## config.mk

```make
export PLATFORM = sky130hd
export DESIGN_NAME = fetch_unit
export DESIGN_NICKNAME = d
export VERILOG_FILES = /design/src/rtl/isa_pkg.sv /design/src/rtl/fetch_predecode.sv /design/src/rtl/fetch_unit.sv
export SDC_FILE = /design/constraint.sdc
export NUM_CORES = 1
export LEC_CHECK = 0
export BUFFER_PORTS_ARGS = -buffer_cell sky130_fd_sc_hd__clkbuf_2
export CAP_MARGIN = 15
export CORE_ASPECT_RATIO = 1.5
export CORE_UTILIZATION = 35
export CTS_CLUSTER_DIAMETER = 30
export DETAILED_ROUTE_END_ITERATION = 6
export HOLD_SLACK_MARGIN = 0.02
export PLACE_DENSITY = 0.59
export SLEW_MARGIN = 20
export SYNTH_ARGS = -nofsm -noshare
export SYNTH_HDL_FRONTEND = slang
export SYNTH_SLANG_ARGS = --single-unit
```

## constraint.sdc

```tcl
create_clock -name clk -period 3.3 [get_ports clk]
set_clock_uncertainty 0.2 [all_clocks]
set_input_delay 0.495 -clock clk [delete_from_list [all_inputs] [get_ports clk]]
set_output_delay 0.495 -clock clk [all_outputs]
set_load 0.005 [all_outputs]
```

## src/rtl/isa_pkg.sv

```systemverilog
`default_nettype none
// ---------------------------------------------------------------------------
// isa_pkg : ISA constants and fetch-state encoding shared by fetch and decode
// Revision: 1.0
// ---------------------------------------------------------------------------
package isa_pkg;

  localparam int OPC_W   = 5;
  localparam int INSTR_W = 16;

  // Opcodes whose instruction carries a second (immediate/EA) word
  localparam logic [OPC_W-1:0] OPC_TW_01 = 5'b00001;
  localparam logic [OPC_W-1:0] OPC_TW_1F = 5'b11111;
  localparam logic [OPC_W-1:0] OPC_TW_1D = 5'b11101;
  localparam logic [OPC_W-1:0] OPC_TW_03 = 5'b00011;
  localparam logic [OPC_W-1:0] OPC_TW_1C = 5'b11100;
  localparam logic [OPC_W-1:0] OPC_TW_07 = 5'b00111;
  localparam logic [OPC_W-1:0] OPC_TW_14 = 5'b10100;
  localparam logic [OPC_W-1:0] OPC_TW_15 = 5'b10101;

  typedef enum logic [0:0] {
    FETCH1 = 1'b0,
    FETCH2 = 1'b1
  } fetch_state_e;

  function automatic logic is_two_word_op(input logic [OPC_W-1:0] op);
    case (op)
      OPC_TW_01, OPC_TW_1F, OPC_TW_1D, OPC_TW_03,
      OPC_TW_1C, OPC_TW_07, OPC_TW_14, OPC_TW_15: return 1'b1;
      default:                                     return 1'b0;
    endcase
  endfunction

endpackage
`default_nettype wire

```

## src/rtl/fetch_predecode.sv

```systemverilog
`default_nettype none
// ---------------------------------------------------------------------------
// fetch_predecode : flags instruction words that need a second fetch word
// Revision: 1.0
// ---------------------------------------------------------------------------
module fetch_predecode
  import isa_pkg::*;
(
  input  logic [INSTR_W-1:0] instr_i,
  output logic               two_word_o
);

  assign two_word_o = is_two_word_op(instr_i[INSTR_W-1 -: OPC_W]);

endmodule
`default_nettype wire

```

## src/rtl/fetch_unit.sv

```systemverilog
`default_nettype none
// ---------------------------------------------------------------------------
// fetch_unit : PC-driven instruction fetch assembling 1/2-word IF/ID bundles
// Revision: 1.0
// ---------------------------------------------------------------------------
module fetch_unit
  import isa_pkg::*;
#(
  parameter int              PC_W     = 16,
  parameter logic [PC_W-1:0] RESET_PC = '0
) (
  input  logic               clk,
  input  logic               rst,
  output logic [PC_W-1:0]    imem_addr,
  input  logic [INSTR_W-1:0] imem_data,
  input  logic               stall,
  input  logic               redirect,
  input  logic [PC_W-1:0]    redirect_pc,
  output logic               if_valid,
  output logic [INSTR_W-1:0] if_instr,
  output logic [INSTR_W-1:0] if_imm,
  output logic               if_two_word,
  output logic [PC_W-1:0]    if_pc
);

  fetch_state_e         state_q, state_d;
  logic [PC_W-1:0]      pc_q, pc_d;
  logic [INSTR_W-1:0]   hold_q, hold_d;
  logic [PC_W-1:0]      hold_pc_q, hold_pc_d;
  logic                 valid_q, valid_d;
  logic [INSTR_W-1:0]   instr_q, instr_d;
  logic [INSTR_W-1:0]   imm_q, imm_d;
  logic                 two_q, two_d;
  logic [PC_W-1:0]      ifpc_q, ifpc_d;
  logic                 w_two_word;
  logic [PC_W-1:0]      w_pc_inc;

  fetch_predecode u_predecode (
    .instr_i    (imem_data),
    .two_word_o (w_two_word)
  );

  assign w_pc_inc = pc_q + PC_W'(1);

  always_comb begin
    state_d   = state_q;
    pc_d      = pc_q;
    hold_d    = hold_q;
    hold_pc_d = hold_pc_q;
    valid_d   = valid_q;
    instr_d   = instr_q;
    imm_d     = imm_q;
    two_d     = two_q;
    ifpc_d    = ifpc_q;

    // Redirect wins over stall and drops any half-assembled instruction
    if (redirect) begin
      pc_d      = redirect_pc;
      state_d   = FETCH1;
      valid_d   = 1'b0;
      hold_d    = '0;
      hold_pc_d = '0;
    end else if (!stall) begin
      pc_d = w_pc_inc;
      if (state_q == FETCH1) begin
        if (w_two_word) begin
          hold_d    = imem_data;
          hold_pc_d = pc_q;
          state_d   = FETCH2;
          valid_d   = 1'b0;
        end else begin
          instr_d = imem_data;
          imm_d   = '0;
          two_d   = 1'b0;
          ifpc_d  = pc_q;
          valid_d = 1'b1;
        end
      end else begin
        instr_d = hold_q;
        imm_d   = imem_data;
        two_d   = 1'b1;
        ifpc_d  = hold_pc_q;
        valid_d = 1'b1;
        state_d = FETCH1;
      end
    end
  end

  always_ff @(posedge clk or posedge rst) begin
    if (rst) begin
      state_q   <= FETCH1;
      pc_q      <= RESET_PC;
      hold_q    <= '0;
      hold_pc_q <= '0;
      valid_q   <= 1'b0;
      instr_q   <= '0;
      imm_q     <= '0;
      two_q     <= 1'b0;
      ifpc_q    <= '0;
    end else begin
      state_q   <= state_d;
      pc_q      <= pc_d;
      hold_q    <= hold_d;
      hold_pc_q <= hold_pc_d;
      valid_q   <= valid_d;
      instr_q   <= instr_d;
      imm_q     <= imm_d;
      two_q     <= two_d;
      ifpc_q    <= ifpc_d;
    end
  end

  assign imem_addr   = pc_q;
  assign if_valid    = valid_q;
  assign if_instr    = instr_q;
  assign if_imm      = two_q ? imm_q : '0;
  assign if_two_word = two_q;
  assign if_pc       = ifpc_q;

endmodule
`default_nettype wire

```

# After elaboration in Yosys (flattened, before gate mapping)
# Memories as Yosys holds them, arrays and structs flattened.
# Cells that the tools add are included.
[classes]
add_sub_neg = 1
n_eq_ne = 3
mux = 27
bitwise = 2
reduce_logical = 3
[ops]
columns = ["cell", "n"]
rows = [
  ["$mux W16", 17],
  ["$add A16 B1 Y16 const B", 1],
  ["$mux W1", 10],
  ["$reduce_and A3 Y1", 2],
  ["$ne A2 B2 Y1 const B", 2],
  ["$ne A2 B1 Y1 const B", 1],
  ["$not A1 Y1", 2],
  ["$reduce_bool A2 Y1", 1],
]
[totals]
regBits = 99
romBits = 32
in_bits = 36
out_inout_bits = 66
wordCells = 46
n_memories = 1
[mem_list]
columns = ["name", "depth", "width", "rd", "rd_clocked_by_memory_dff", "wr", "line", "source"]
rows = [
  ["(name not given)", 32, 1, 1, 0, 0, "isa_pkg.sv:27", "case (op)"],
]

# Logic depth before layout (Yosys ltp)
# An unclocked memory read counts as a cell.
[logic_depth]
word_depth = 5
ltp_mapped = 7
depth_no_buf = 5

# By module
# A second synthesis with hierarchy kept.
[hier_totals]
hier_cells = 380
area_unflattened_um2 = 4347.9
[modules_own_cells]
columns = ["module", "n_inst", "cells_each", "area_each_um2", "seq_area_each_um2"]
rows = [
  ["fetch_unit", 1, 375, 4316.6, 2477.4],
  ["fetch_predecode", 1, 5, 31.3, 0.0],
]

# Least setup slack after synthesis
# Ideal clock, no wire load.
[synth_timing]
path_kind = "input -> register"
start = "in imem_data[15]"
end = "reg instr_q[15] (netlist: if_instr[15])"
setup_ns = 0.125
t_arrival_ns = 1.789
required_ns = 2.975
setup_slack_ns = 1.186
stages = 6
n_path_buf = 3
path_cell_list = "buf_2 > or4b_4 > buf_2 > buf_2 > a211oi_1 > nor3_1"
[synth_between]
elab_chain_cells = 3
elab_cells_between_ends = 5
cone_classes = "eq/ne (1); mux (2); reduce/logical (1); memory (1)"
[synth_lines]
columns = ["item", "line", "source"]
rows = [
  ["start: declaration", "fetch_unit.sv:15", "input logic [INSTR_W-1:0] imem_data,"],
  ["$mem_v2 Z32 W1", "--", ""],
  ["$ne A2 B2 Y1 (no line)", "--", ""],
  ["$reduce_and A3 Y1 (no line)", "--", ""],
  ["end signal: assignment", "fetch_unit.sv:106", "instr_q <= instr_d;"],
  ["end: declaration", "fetch_unit.sv:31", "logic [INSTR_W-1:0] instr_q, instr_d;"],
]
# Parallel ways exist; a longest one is shown, timed or not. The select of a mux whose other input is x is not followed.
# A chain may end at the register's enable or synchronous reset.

# Worst setup path after layout
[layout_timing]
start = "in imem_data[13]"
end = "reg hold_q[7]"
[layout_between]
elab_chain_cells = 3
[layout_lines]
columns = ["item", "line", "source"]
rows = [
  ["$mem_v2 Z32 W1", "--", ""],
  ["$reduce_bool A2 Y1 (no line)", "--", ""],
  ["$reduce_and A3 Y1 (no line)", "--", ""],
  ["end signal: assignment", "fetch_unit.sv:103", "hold_q <= hold_d;"],
  ["end: declaration", "fetch_unit.sv:28", "logic [INSTR_W-1:0] hold_q, hold_d;"],
]
# No other way between the ends.

==> metrics.txt <==
commonest cells after routing, fill and taps aside clkbuf_2 (101), dfrtp_1 (99), nand3_1 (49), and3_1 (44), a32o_2 (30); Design Area, Final 6160 µm²; switching power 1.01 mW; Cell Rows 53; layout net count 649; # fillers 1426; setup TNS 0 ns; part of the power in the clock network 35.1%; mux share of post-synthesis cell area less than 1%; antenna cells 0; CP Max Fanout 38; number of top-level pins 102; final RePlAce weighted congestion 0.810; top post-synthesis cells by area dfrtp_1 (48%), a32o_2 (6.6%), and3_1 (5.3%); largest stage delay on the critical path around 0.72 ns; min Tclk post-route 2.27 ns; PortBufs 101; Synth cell types 50; Clock Pin Slew Worst Setup and Hold Paths roughly 0.07 ns; Worst Tran Pin Value 0.872 ns; syn_area_per_cell 9.62 µm²; Die ar. 15200 µm²; CTS root buffer clkbuf_16; DR WL/cell 17.5 µm; Die H approximately 150 µm; Seq pwr share 46.2%; DR vias 4522; vias in the first global route 4497; DRC violation total after the first TritonRoute iteration 357; H-Tree Depth 3; CTS tree built; Vias/cell 5.59; Synth top area share 48.1%; syn nets 572; reg2reg setup slack ~1.2 ns; Fmax 0.441 GHz; first-pass GRT wire length 23300 µm; Slew HR 41.9%; Final Hold Viols 0; Antenna Nets Post-Route 0; clock sink total 99; Final Slew Violations 0; critical path data arrival time 2.34 ns; cell chain of the critical path clkbuf_2 -> nor2b_4 -> or4b_4 -> a211oi_4 -> buf_4 -> a32o_2; Post-synth EDFFs 0; Initial Util 36.3%; combinational power share about a fifth; post-cts sizing count 0; Tcrit/Tclk final ~69%; multi-input logic area approximately 2400 µm²; post-CTS setup buffer count 0; synthesis-stage register bit count 99; total wire length 14200 µm; FF-to-FF Start imem_addr[0]$_DFFE_PP0P_; largest net degree at the start of global routing between 60 and 70; slowest CP cell or4b_4; Tightest Hold Check Type in -> async; GRT Total Usage 19.6%; largest family of logic cells by synthesized area compound AO/OA/AOI/OAI gates; Crit path required time 3.38 ns; initial antenna violation count 0; drt first pass iters 4; most common cell after layout, fill and taps aside clkbuf_2; Num CTS Buffers 9; Total Power 3.50 mW; clock buffer depth 2; ys async rst share 100%; leakage 3.05 nW; post-synthesis simple-gate area fraction 21.0%; Core ar. 14200 µm²; Cell Area, Placed 5810 µm²; CP Class in -> reg; top cell type by total area after synthesis dfrtp_1; worst skew pair latency ~0.34 ns; unrepaired setup endpoints after global routing false; Crit. End Element register; area of the mapped netlist roughly 5000 µm²; Post-Syn Instances between 500 and 600; GR Overflow Total 0; worst reg-to-reg path cell count 5; Max Cap Viol 0; die width 101 µm; outcome finished, final reports clean; CP delay by family, top simple AND/OR/NAND/NOR gates; setup violators final 0; post-synthesis adder-cell area fraction 0.243%; # DRC 0; P_int 2.49 mW; Detailed Place HPWL 9510 µm; register area 2480 µm²; Worst R2R End imem_addr[14]$_DFFE_PP0P_; Area Overhead vs Synth 19.6%; WP buf/inv 2; sequential share of the synthesized area a little under 50%; layout cells sized above 1 approximately 28%; XOR/XNOR Fraction of Synth Area 2.21%; Synthesis Warnings 0; crit path launch type input port; predominant post-synthesis flop cell dfrtp_1; # hold bufs at CTS 0; peak supply drop 0.000283 V; Power Density 568 nW/µm²; post-synthesis compound-gate area fraction a little over a fifth; switching part of the total power 28.8%
-- layout make-up --
class                           count  share of cell area (%)
Sequential cell                    99                    40.2
Multi-Input combinational cell    359                    38.4
Timing Repair Buffer              117                    10.2
Tap cell                          192                    3.90
Clock buffer                       10                    3.88
Clock inverter                      6                    1.81
Inverter                           26                    1.63
-- sequential cells by signal (all words and copies together), names as in the netlist --
register and flops:
hold_pc_q 16, hold_q 16, if_instr 16, if_pc 16, imem_addr 16, imm_q 16, if_two_word 1, if_valid 1
state_q 1
-- routing by layer --
metal / part of all wire [%] / up-vias / wire length (µm) / GRT usage, %
li1: - / 2133 / - / -
met1: 43 / 2218 / 6070 / 25.2
met2: 48 / 145 / 6760 / 31.6
met3: 5.4 / 26 / 769 / 3.71
met4: 3.9 / 0 / 556 / 9.64
met5: 0 / - / 0 / 0
-- cell usage after synthesis (16+ instances only) --
master	number
a21oi_1	24
a22oi_1	16
a32o_2	30
and2_1	18
and3_1	44
clkbuf_1	38
dfrtp_1	99
inv_1	24
nand2_1	23
nand3_1	49
nor2_1	20
o211ai_1	24
o21ai_0	19
-- power groups by stage --
stage	combinational, mW	clock (mW)	sequential, mW
2_1_floorplan	0.393	0	1.59
3_3_place_gp	0.647	0	1.63
3_5_place_dp	0.664	0	1.64
4_1_cts	0.667	1.26	1.62
5_1_grt	0.748	1.31	1.65
6_report	0.656	1.23	1.62
-- cells by family (layout without fill, tap and decap cells) --
logic type / Yosys count / after routing
flops: 99 / 99
buf+inv: 77 / 159
compound gates: 150 / 150
xor+xnor: 13 / 13
fa+ha+maj: 1 / 1
simple gates: 192 / 192
mux: 3 / 3
-- worst max path at each step --
stage | start | to | slack [ns] | depth (start not counted)
floorplan | rst | hold_pc_q[0]$_DFFE_PP0P_ | 0.01 | 1
global placement | imem_data[13] | hold_pc_q[10]$_DFFE_PP0P_ | 0.77 | 6
detailed placement | imem_data[13] | hold_pc_q[7]$_DFFE_PP0P_ | 0.70 | 6
CTS | imem_data[13] | hold_q[5]$_DFFE_PP0P_ | 1.05 | 6
global route | imem_data[13] | hold_q[5]$_DFFE_PP0P_ | 0.98 | 6
finish | imem_data[13] | hold_q[7]$_DFFE_PP0P_ | 1.03 | 6
-- stage by stage --
stage	std cells	hold slack (ns)	util [%]	setup WS, ns
floorplan	535	0.293	-	0.0146
global placement	793	0.300	40.9	0.766
detailed placement	793	0.308	40.9	0.696
CTS	809	0.150	43.4	1.05
global route	809	0.164	43.4	0.977
finish	809	0.119	43.4	1.03
Note: power is estimated with default switching activity, not from simulation.
